## src/rtl/seven_seg_scan_driver_pkg.sv

```systemverilog
// seven_seg_scan_driver_pkg
//   Shared glyph constants for the 7-segment scan driver.
//   Segment bit order (active low): {dp,g,f,e,d,c,b,a}, bit 7 = dp.
//   Every GLYPH_* constant has the dp bit at 1 (dp off); the driver ORs the dp in separately.
package seven_seg_scan_driver_pkg;

    localparam logic [7:0] GLYPH_0   = 8'hC0;
    localparam logic [7:0] GLYPH_1   = 8'hF9;
    localparam logic [7:0] GLYPH_2   = 8'hA4;
    localparam logic [7:0] GLYPH_3   = 8'hB0;
    localparam logic [7:0] GLYPH_4   = 8'h99;
    localparam logic [7:0] GLYPH_5   = 8'h92;
    localparam logic [7:0] GLYPH_6   = 8'h82;
    localparam logic [7:0] GLYPH_7   = 8'hD8;
    localparam logic [7:0] GLYPH_8   = 8'h80;
    localparam logic [7:0] GLYPH_9   = 8'h90;
    localparam logic [7:0] GLYPH_A   = 8'h88;
    localparam logic [7:0] GLYPH_B   = 8'h83;
    localparam logic [7:0] GLYPH_C   = 8'hC6;
    localparam logic [7:0] GLYPH_D   = 8'hA1;
    localparam logic [7:0] GLYPH_E   = 8'h86;
    localparam logic [7:0] GLYPH_F   = 8'h8E;
    localparam logic [7:0] GLYPH_OFF = 8'hFF;

endpackage

```

## src/rtl/seven_seg_scan_driver_if.sv

```systemverilog
// seven_seg_scan_driver_if
//   Data/display bundle of the scan driver.
//   master: the data source (drives bcd_in, dp_in, load, blank_en; observes display outputs).
//   slave : the scan driver itself.
//   bcd_in[3:0] is digit 0 (least significant). seg_out/digit_en are active low.
interface seven_seg_scan_driver_if #(
    parameter int NUM_DIGITS = 4
);
    localparam int IDX_W = $clog2(NUM_DIGITS);

    logic [4*NUM_DIGITS-1:0] bcd_in;
    logic [NUM_DIGITS-1:0]   dp_in;
    logic                    load;
    logic                    blank_en;
    logic [7:0]              seg_out;
    logic [NUM_DIGITS-1:0]   digit_en;
    logic [IDX_W-1:0]        scan_idx;
    logic                    frame_done;

    modport master (
        output bcd_in, dp_in, load, blank_en,
        input  seg_out, digit_en, scan_idx, frame_done
    );

    modport slave (
        input  bcd_in, dp_in, load, blank_en,
        output seg_out, digit_en, scan_idx, frame_done
    );
endinterface

```

## src/rtl/seven_seg_scan_driver_glyph.sv

```systemverilog
// seven_seg_scan_driver_glyph
//   Combinational 4-bit code -> 7-bit glyph {g,f,e,d,c,b,a}, active low.
//   Ports: code (in, 4), glyph (out, 7).
//   Config macro HEX_DIGITS_EN: when defined, codes A-F render hex letters;
//   otherwise they render all segments off.
module seven_seg_scan_driver_glyph
    import seven_seg_scan_driver_pkg::*;
(
    input  logic [3:0] code,
    output logic [6:0] glyph
);
    always_comb begin
        glyph = GLYPH_OFF[6:0];
        case (code)
            4'h0: glyph = GLYPH_0[6:0];
            4'h1: glyph = GLYPH_1[6:0];
            4'h2: glyph = GLYPH_2[6:0];
            4'h3: glyph = GLYPH_3[6:0];
            4'h4: glyph = GLYPH_4[6:0];
            4'h5: glyph = GLYPH_5[6:0];
            4'h6: glyph = GLYPH_6[6:0];
            4'h7: glyph = GLYPH_7[6:0];
            4'h8: glyph = GLYPH_8[6:0];
            4'h9: glyph = GLYPH_9[6:0];
`ifdef HEX_DIGITS_EN
            4'hA: glyph = GLYPH_A[6:0];
            4'hB: glyph = GLYPH_B[6:0];
            4'hC: glyph = GLYPH_C[6:0];
            4'hD: glyph = GLYPH_D[6:0];
            4'hE: glyph = GLYPH_E[6:0];
            4'hF: glyph = GLYPH_F[6:0];
`else
            default: glyph = GLYPH_OFF[6:0];
`endif
        endcase
    end
endmodule

```

## src/rtl/seven_seg_scan_driver.sv

```systemverilog
// seven_seg_scan_driver
//   Multiplexed N-digit common-anode 7-segment scan driver with double-buffered
//   data, leading-zero blanking and an inter-digit ghosting guard.
//   Ports: clk, reset (async, active high), bus (seven_seg_scan_driver_if.slave):
//     bcd_in/dp_in/load  -> pending register; copied to display on frame wrap
//     blank_en           -> live leading-zero suppression
//     seg_out/digit_en   -> registered, active low; lag scan_idx by one clk
//     scan_idx           -> digit being scanned; frame_done pulses on wrap to 0
//   Config macro HEX_DIGITS_EN (handled in the glyph sub-module).
module seven_seg_scan_driver
    import seven_seg_scan_driver_pkg::*;
#(
    parameter int NUM_DIGITS   = 4,
    parameter int CLK_DIV      = 50000,
    parameter int GUARD_CYCLES = 2
) (
    input  logic                       clk,
    input  logic                       reset,
    seven_seg_scan_driver_if.slave     bus
);
    localparam int IDX_W = $clog2(NUM_DIGITS);
    localparam int CNT_W = $clog2(CLK_DIV);

    logic [CNT_W-1:0]            cnt;
    logic                        tick;
    logic                        wrap;
    logic [NUM_DIGITS-1:0][3:0]  pend_bcd;
    logic [NUM_DIGITS-1:0][3:0]  disp_bcd;
    logic [NUM_DIGITS-1:0]       pend_dp;
    logic [NUM_DIGITS-1:0]       disp_dp;
    logic [NUM_DIGITS-1:0][6:0]  glyph;
    logic [NUM_DIGITS-1:0][7:0]  seg_d;
    logic [NUM_DIGITS:0]         zero_above;

    assign tick = (cnt == CNT_W'(CLK_DIV - 1));
    assign wrap = tick && (bus.scan_idx == IDX_W'(NUM_DIGITS - 1));

    // zero_above[i]: display digits i..N-1 are all zero (leading-zero run).
    always_comb begin
        zero_above = '0;
        zero_above[NUM_DIGITS] = 1'b1;
        for (int i = NUM_DIGITS - 1; i >= 0; i--)
            zero_above[i] = zero_above[i+1] && (disp_bcd[i] == 4'h0);
    end

    // Per-digit pattern; digit 0 is never blanked, dp survives blanking.
    for (genvar i = 0; i < NUM_DIGITS; i++) begin : g_dig
        seven_seg_scan_driver_glyph u_glyph (
            .code  (disp_bcd[i]),
            .glyph (glyph[i])
        );
        if (i == 0) begin : g_lsd
            assign seg_d[i] = {~disp_dp[i], glyph[i]};
        end else begin : g_msd
            assign seg_d[i] = {~disp_dp[i],
                               (bus.blank_en && zero_above[i]) ? GLYPH_OFF[6:0] : glyph[i]};
        end
    end

    // Prescaler and scan counter.
    always_ff @(posedge clk or posedge reset) begin
        if (reset) begin
            cnt            <= '0;
            bus.scan_idx   <= '0;
            bus.frame_done <= 1'b0;
        end else begin
            cnt            <= tick ? '0 : cnt + 1'b1;
            bus.frame_done <= wrap;
            if (tick)
                bus.scan_idx <= wrap ? '0 : bus.scan_idx + 1'b1;
        end
    end

    // Double buffer: a load on the wrap cycle bypasses pending so it shows at once.
    always_ff @(posedge clk or posedge reset) begin
        if (reset) begin
            pend_bcd <= '0;
            pend_dp  <= '0;
            disp_bcd <= '0;
            disp_dp  <= '0;
        end else begin
            if (bus.load) begin
                pend_bcd <= bus.bcd_in;
                pend_dp  <= bus.dp_in;
            end
            if (wrap) begin
                disp_bcd <= bus.load ? bus.bcd_in : pend_bcd;
                disp_dp  <= bus.load ? bus.dp_in  : pend_dp;
            end
        end
    end

    // Output registers. The prescaler doubles as guard timer: the first
    // GUARD_CYCLES counts of each step keep all anodes off.
    always_ff @(posedge clk or posedge reset) begin
        if (reset) begin
            bus.seg_out  <= GLYPH_OFF;
            bus.digit_en <= '1;
        end else if (cnt < CNT_W'(GUARD_CYCLES)) begin
            bus.seg_out  <= GLYPH_OFF;
            bus.digit_en <= '1;
        end else begin
            bus.seg_out  <= seg_d[bus.scan_idx];
            bus.digit_en <= ~(NUM_DIGITS'(1) << bus.scan_idx);
        end
    end
endmodule

```

## src/flat_wrapper.sv

```systemverilog
// flat-port wrapper written by rule: the top's interface ports become plain ports
module seven_seg_scan_driver_flat import seven_seg_scan_driver_pkg::*;
#(
    parameter int NUM_DIGITS   = 4,
    parameter int CLK_DIV      = 50000,
    parameter int GUARD_CYCLES = 2
)
  (clk, reset, bus_bcd_in, bus_dp_in, bus_load, bus_blank_en, bus_seg_out, bus_digit_en, bus_scan_idx, bus_frame_done);
  seven_seg_scan_driver_if #(.NUM_DIGITS(NUM_DIGITS)) bus_i ();
  input  logic clk;
  input  logic reset;
  input wire logic [$bits(bus_i.bcd_in)-1:0] bus_bcd_in;
  input wire logic [$bits(bus_i.dp_in)-1:0] bus_dp_in;
  input wire logic [$bits(bus_i.load)-1:0] bus_load;
  input wire logic [$bits(bus_i.blank_en)-1:0] bus_blank_en;
  output wire logic [$bits(bus_i.seg_out)-1:0] bus_seg_out;
  output wire logic [$bits(bus_i.digit_en)-1:0] bus_digit_en;
  output wire logic [$bits(bus_i.scan_idx)-1:0] bus_scan_idx;
  output wire logic [$bits(bus_i.frame_done)-1:0] bus_frame_done;
  assign bus_i.bcd_in = bus_bcd_in;
  assign bus_i.dp_in = bus_dp_in;
  assign bus_i.load = bus_load;
  assign bus_i.blank_en = bus_blank_en;
  assign bus_seg_out = bus_i.seg_out;
  assign bus_digit_en = bus_i.digit_en;
  assign bus_scan_idx = bus_i.scan_idx;
  assign bus_frame_done = bus_i.frame_done;
  seven_seg_scan_driver #(.NUM_DIGITS(NUM_DIGITS), .CLK_DIV(CLK_DIV), .GUARD_CYCLES(GUARD_CYCLES)) u_core (.clk(clk), .reset(reset), .bus(bus_i));
endmodule
```

## config.mk

```make
export PLATFORM = sky130hd
export DESIGN_NAME = seven_seg_scan_driver_flat
export DESIGN_NICKNAME = d
export VERILOG_FILES = /design/src/rtl/seven_seg_scan_driver_pkg.sv /design/src/rtl/seven_seg_scan_driver_if.sv /design/src/rtl/seven_seg_scan_driver_glyph.sv /design/src/rtl/seven_seg_scan_driver.sv /design/src/flat_wrapper.sv
export SDC_FILE = /design/constraint.sdc
export NUM_CORES = 1
export LEC_CHECK = 0
export CAP_MARGIN = 30
export CORE_MARGIN = 2
export CORE_UTILIZATION = 40
export CTS_CLUSTER_DIAMETER = 60
export DETAILED_ROUTE_END_ITERATION = 8
export GPL_TIMING_DRIVEN = 0
export PLACE_DENSITY = 0.67
export SLEW_MARGIN = 15
export SYNTH_ARGS = -nofsm -noshare
export SYNTH_HDL_FRONTEND = slang
export SYNTH_HIERARCHICAL = 1
export SYNTH_SLANG_ARGS = --single-unit
```

## constraint.sdc

```tcl
create_clock -name clk -period 2.6 [get_ports clk]
set_input_delay 0.39 -clock clk [delete_from_list [all_inputs] [get_ports clk]]
set_output_delay 0.39 -clock clk [all_outputs]
set_load 0.1 [all_outputs]
```

-- Word level (Yosys, flattened, before mapping)
Memory sizes are Yosys's and may differ from the RTL's.
Cells that the tools add are included.
Widths: inputs -> output; s select.
- register bits: 71
- ROM bits: 448
- bits of input ports: 24
- output and inout port bits: 15
- word-level logic and storage cells: 51
- memories: 4
- memory list (memory ; depth ; width ; read ports ; clocked after Yosys merged registers in ; wr ports ; line ; source):
    (no name shown) ; 16 ; 7 ; 1 ; 0 ; 0 ; seven_seg_scan_driver_glyph.sv:14 ; case (code)
    (no name shown) ; 16 ; 7 ; 1 ; 0 ; 0 ; seven_seg_scan_driver_glyph.sv:14 ;
    (no name shown) ; 16 ; 7 ; 1 ; 0 ; 0 ; seven_seg_scan_driver_glyph.sv:14 ;
    (no name shown) ; 16 ; 7 ; 1 ; 0 ; 0 ; seven_seg_scan_driver_glyph.sv:14 ;
- $add $sub $neg: 2
- $lt $le $gt $ge: 2
- equality and inequality tests: 2
- shift-type cells: 1
- mux-type cells: 11
- bitwise logic cells: 5
- reductions and logical operators: 9
- operator list (cell ; count):
    $mux 16 ; 2
    $mux 7 ; 3
    $add 16x1->16 const B ; 1
    $bmux 8 s2 ; 1
    $eq 16x16->1 const B ; 1
    $lt 16x2->1 const B ; 1
    $mux 8 ; 2
    $logic_not 4->1 ; 3
    $mux 4 ; 2
    $logic_and 1x1->1 ; 6
    $not 1->1 ; 4
    $not 4->4 ; 1
    $shl 1x2->4 const A ; 1
    $lt 2x3->1 const B ; 1
    $add 2x1->2 const B ; 1
    $eq 2x2->1 const B ; 1
    $mux 2 ; 1

-- Logic depth before layout (Yosys ltp)
- depth after elaboration: 8
- gate-level depth with buffers: 8
- gate-level depth less buffers: 8

-- Hierarchy
The synthesis kept the hierarchy.
- by module, submodules not included (module ; instances ; cells each ; area each (um2) ; seq. area each (um2)):
    seven_seg_scan_driver ; 1 ; 242 ; 3231.8 ; 1791.7
    seven_seg_scan_driver_glyph ; 4 ; 27 ; 205.2 ; 0.0

-- Worst setup path after synthesis
OpenSTA, ideal clock, no wires.
- kind: reg2reg
- from: register u_core.bus.scan_idx[0]
- to: register u_core.bus.scan_idx[1]
- library setup time: 127 ps
- arrival: 2154 ps
- required time: 2473 ps
- setup slack: 319 ps
- cell stages (with the launch flop): 6
- buffers on the path: 2
- clock period less this slack: 2281 ps
- cell sequence: dfrtp_1 > clkbuf_1 > clkbuf_1 > inv_1 > ha_1 > mux2_1
- cells in the longest elaborated chain, start to end: 3
- elaborated cells between the ends (all ways): 4
- those cells by class: add/sub (1); eq/ne (1); mux (1); reduce/logical (1)
- ends and longest elaborated chain (item ; line ; source):
    start, declared ; seven_seg_scan_driver_if.sv:27 ; output seg_out, digit_en, scan_idx, frame_done
    start signal, assigned ; seven_seg_scan_driver.sv:70 ; bus.scan_idx <= wrap ? '0 : bus.scan_idx + 1'b1;
    branches (longest 2 deep; another with $add 2x1->2) ; - ;
    $mux 2 (*) ; seven_seg_scan_driver.sv:70 ;
Mark *: on every way between the ends.
A chain may end at the register's enable or synchronous reset.

-- Worst setup path after layout
- from: register u_core.bus.seg_out[6]
- to: output bus_seg_out[6]
- RTL lines (item ; line ; source):
    start, declared ; seven_seg_scan_driver_if.sv:27 ;
    start signal, assigned ; seven_seg_scan_driver.sv:103 ; bus.seg_out <= seg_d[bus.scan_idx];
    end, declared ; flat_wrapper.sv:16 ; output wire logic [$bits(bus_i.seg_out)-1:0] bus_seg_out;
No word-level cell between the ends.

==> impl_metrics.ini <==
[layout]
most-common-layout-cells = 59 x dfrtp_1, 37 x clkdlybuf4s50_1, 25 x ha_1
layout_commonest_cell = dfrtp_1
final_nets = 448
drive_above_1_share = 0.223
utilization = 0.491
insertedDiodeCount = 0
area_growth_pct = 19.0
design_area_sq_um = 4820

[yosys]
ys_seq_area_frac = 0.442
synth_cell_types = 44
syn-cell-area_sq_um = 4050
synth_warnings = 6
syn-num-nets = 399
netlist_instances = 350
postSynthAreaPerCell_sq_um = 11.6
ys_seq_elements = 71

[critical_path]
r2r_start = u_core/disp_bcd[13]
reg2reg_to = u_core/bus.seg_out[1]
crit_end = bus_seg_out[6]
crit_chain = clkdlybuf4s50_1
start_kind = flop
slowest_delay_ns = 1.12
worst-path-max-fanout = 1
critPathCaptureType = output port
critical_path_arrival_ns = 1.99
cp_top_family = buffers and inverters
worstSetupPathType = reg -> out
worstSetupStartpoint = u_core/bus.seg_out[6]
cp.required_ns = 2.21
worstRegToRegCells = 5
cp.depth = 1
crit_slowest_cell = clkdlybuf4s50_1
critPathBufInv = 1
reg2reg_slack_ns = 0.45

[sta]
fin_crit_ns = 2.38
worst_pin_slew_ns = 0.982
maxSlewViolCount = 0
finalHoldViolations = 0
rsz0062_at_grt = no
period_share = 0.916
fmaxAchievable_mhz = 420
slew_headroom = 0.343
clock_skew_ns = 0.0128
finalSetupViolations = 0

[placed_design]
port_buffers = 37
dpl_cell_area_sq_um = 4620
gp_congestion = 0.859
hpwl_microns = 5540

[power]
power_density_nw_per_um2 = 441
ir_drop_mv = 0.287
leakage_uw = 0.00210
power_uw = 2130

[clock_tree]
cts-buffers-inserted = 9
h-tree-depth = 3
cts_resized = 0
clock_latency_ns = 0.36
cts.path.max_buffers = 2
cts_root_buffer = clkbuf_8
cts_hold_buf = 0
cts_tree = built
post-cts-setup-buffers = 0
clk_pin_slew_ns = 0.08
clock_sinks = 71

[flow_run]
cap_violations = 0

[route]
first_pass_iters = 4
wl_per_cell_microns = 14.4
drc = 0
ant_nets = 0
drtIter0Drc = 103
vias = 2714
drt-vias-per-instance = 5.05
routed_wl_microns = 7730

[global_routing]
grt_overflow_total = 0
grt_usage = 0.152
antenna_found_initial = 0
grt_pass1_wl_microns = 13200
grt_pass1_vias = 2727
grt_max_degree = 53

[die]
start_util = 0.413
die_w_microns = 105
die_h_microns = 105
num_rows = 36
core_area_sq_um = 9820
io_pins = 39
die_area_sq_um = 11000

[outcome]
status = complete, no violations

[worst_hold_path]
hold_class = in -> async
==> cell type report <==
type | count | area [sq um]
tap | 133 | 166
clock buffer | 12 | 176
clock inverter | 4 | 25.0
timing repair buffer | 38 | 398
fill | 916 | 5000
buffer | 17 | 133
multi-input combinational | 241 | 2050
sequential | 71 | 1790
inverter | 21 | 81.3
==> through the flow <==
stage / instances / TNS, ns / hold WS, ns / setup slack (ns)
final: 537 / 0 / 0.329 / 0.219
after global routing: 537 / 0 / 0.347 / 0.164
after CTS: 537 / 0 / 0.321 / 0.192
after detailed placement: 521 / 0 / 0.490 / 0.216
after global placement: 520 / -46.32 / 0.484 / -0.771
after floorplan: 350 / 0 / 0.465 / 0.319
==> how the worst min path moves through the flow <==
stage,start,end,cells after the start
6_report,reset,u_core/cnt[7],2
5_1_grt,reset,u_core/cnt[7],2
4_1_cts,reset,u_core/cnt[7],2
3_5_place_dp,u_core/pend_bcd[2],u_core/pend_bcd[2],1
3_3_place_gp,u_core/pend_bcd[8],u_core/pend_bcd[8],1
2_1_floorplan,u_core/cnt[11],u_core/cnt[11],1
==> cell usage after synthesis <==
| cell | count | area, sq um |
|---|---|---|
| clkinv_1 | 1 | 3.75 |
| nor2b_1 | 12 | 75.1 |
| buf_12 | 2 | 40.0 |
| and2_1 | 1 | 6.26 |
| o221ai_1 | 7 | 61.3 |
| nor4_4 | 1 | 21.3 |
| a21oi_1 | 4 | 20.0 |
| nor2_1 | 20 | 75.1 |
| mux2_2 | 20 | 225 |
| nand3_1 | 14 | 70.1 |
| nor4_1 | 4 | 25.0 |
| nor3_1 | 4 | 20.0 |
| and4_1 | 2 | 17.5 |
| or2_2 | 2 | 12.5 |
| nand2b_1 | 4 | 25.0 |
| a32oi_1 | 4 | 35.0 |
| and3_1 | 1 | 6.26 |
| nand4_1 | 6 | 37.5 |
| or4b_1 | 1 | 10.0 |
| ha_1 | 25 | 313 |
| or2b_1 | 4 | 30.0 |
| nand2b_4 | 4 | 55.1 |
| mux2_4 | 20 | 300 |
| dfrtp_1 | 59 | 1480 |
| xor2_1 | 11 | 96.3 |
| o31ai_1 | 4 | 30.0 |
| xnor2_1 | 7 | 61.3 |
| mux2i_1 | 4 | 40.0 |
| buf_4 | 1 | 7.51 |
| clkbuf_1 | 8 | 30.0 |
| or4_1 | 2 | 15.0 |
| or4_4 | 1 | 11.3 |
| and4_4 | 1 | 11.3 |
| buf_6 | 4 | 45.0 |
| o311ai_0 | 7 | 61.3 |
| nand2_1 | 9 | 33.8 |
| a22oi_1 | 8 | 60.1 |
| mux2_1 | 2 | 22.5 |
| mux4_2 | 1 | 22.5 |
| inv_1 | 20 | 75.1 |
| buf_2 | 2 | 10.0 |
| dfstp_2 | 12 | 315 |
| o41ai_4 | 1 | 27.5 |
| o21ai_0 | 23 | 115 |
==> cells by family (layout without fill, tap and decap cells) <==
logic type               Yosys count  count (layout)  synth area share
AO/OA/AOI/OAI                     58              58             0.101
flip-flops                        71              71             0.442
XOR/XNOR                          18              18            0.0389
AND/OR/NAND/NOR                   93              93             0.138
multiplexers                      47              47             0.151
adder cells (fa/ha/maj)           25              25            0.0772
buffers and inverters             38              92            0.0522
==> routing by layer <==
metal	GRT usage	vias up	share of wire
li1	-	1339	-
met1	0.210	1308	0.50
met2	0.231	57	0.44
met3	0.0374	10	0.043
met4	0.0543	0	0.016
met5	0	-	0
==> state kept, by name, summed over array words and instances, names as in the netlist <==
register and count:
u_core/disp_dp 4, u_core/bus.frame_done 1, u_core/cnt 16, u_core/bus.seg_out 8, u_core/pend_bcd 16, u_core/pend_dp 4
u_core/bus.scan_idx 2, u_core/bus.digit_en 4, u_core/disp_bcd 16
==> power breakdown <==
part | internal, uW | switching (uW) | total [uW]
Combinational | 64.5 | 52.5 | 117
Sequential | 1140 | 7.01 | 1140
Clock | 455 | 412 | 867
Total | 1660 | 471 | 2130
(Power assumes the default switching activity.)
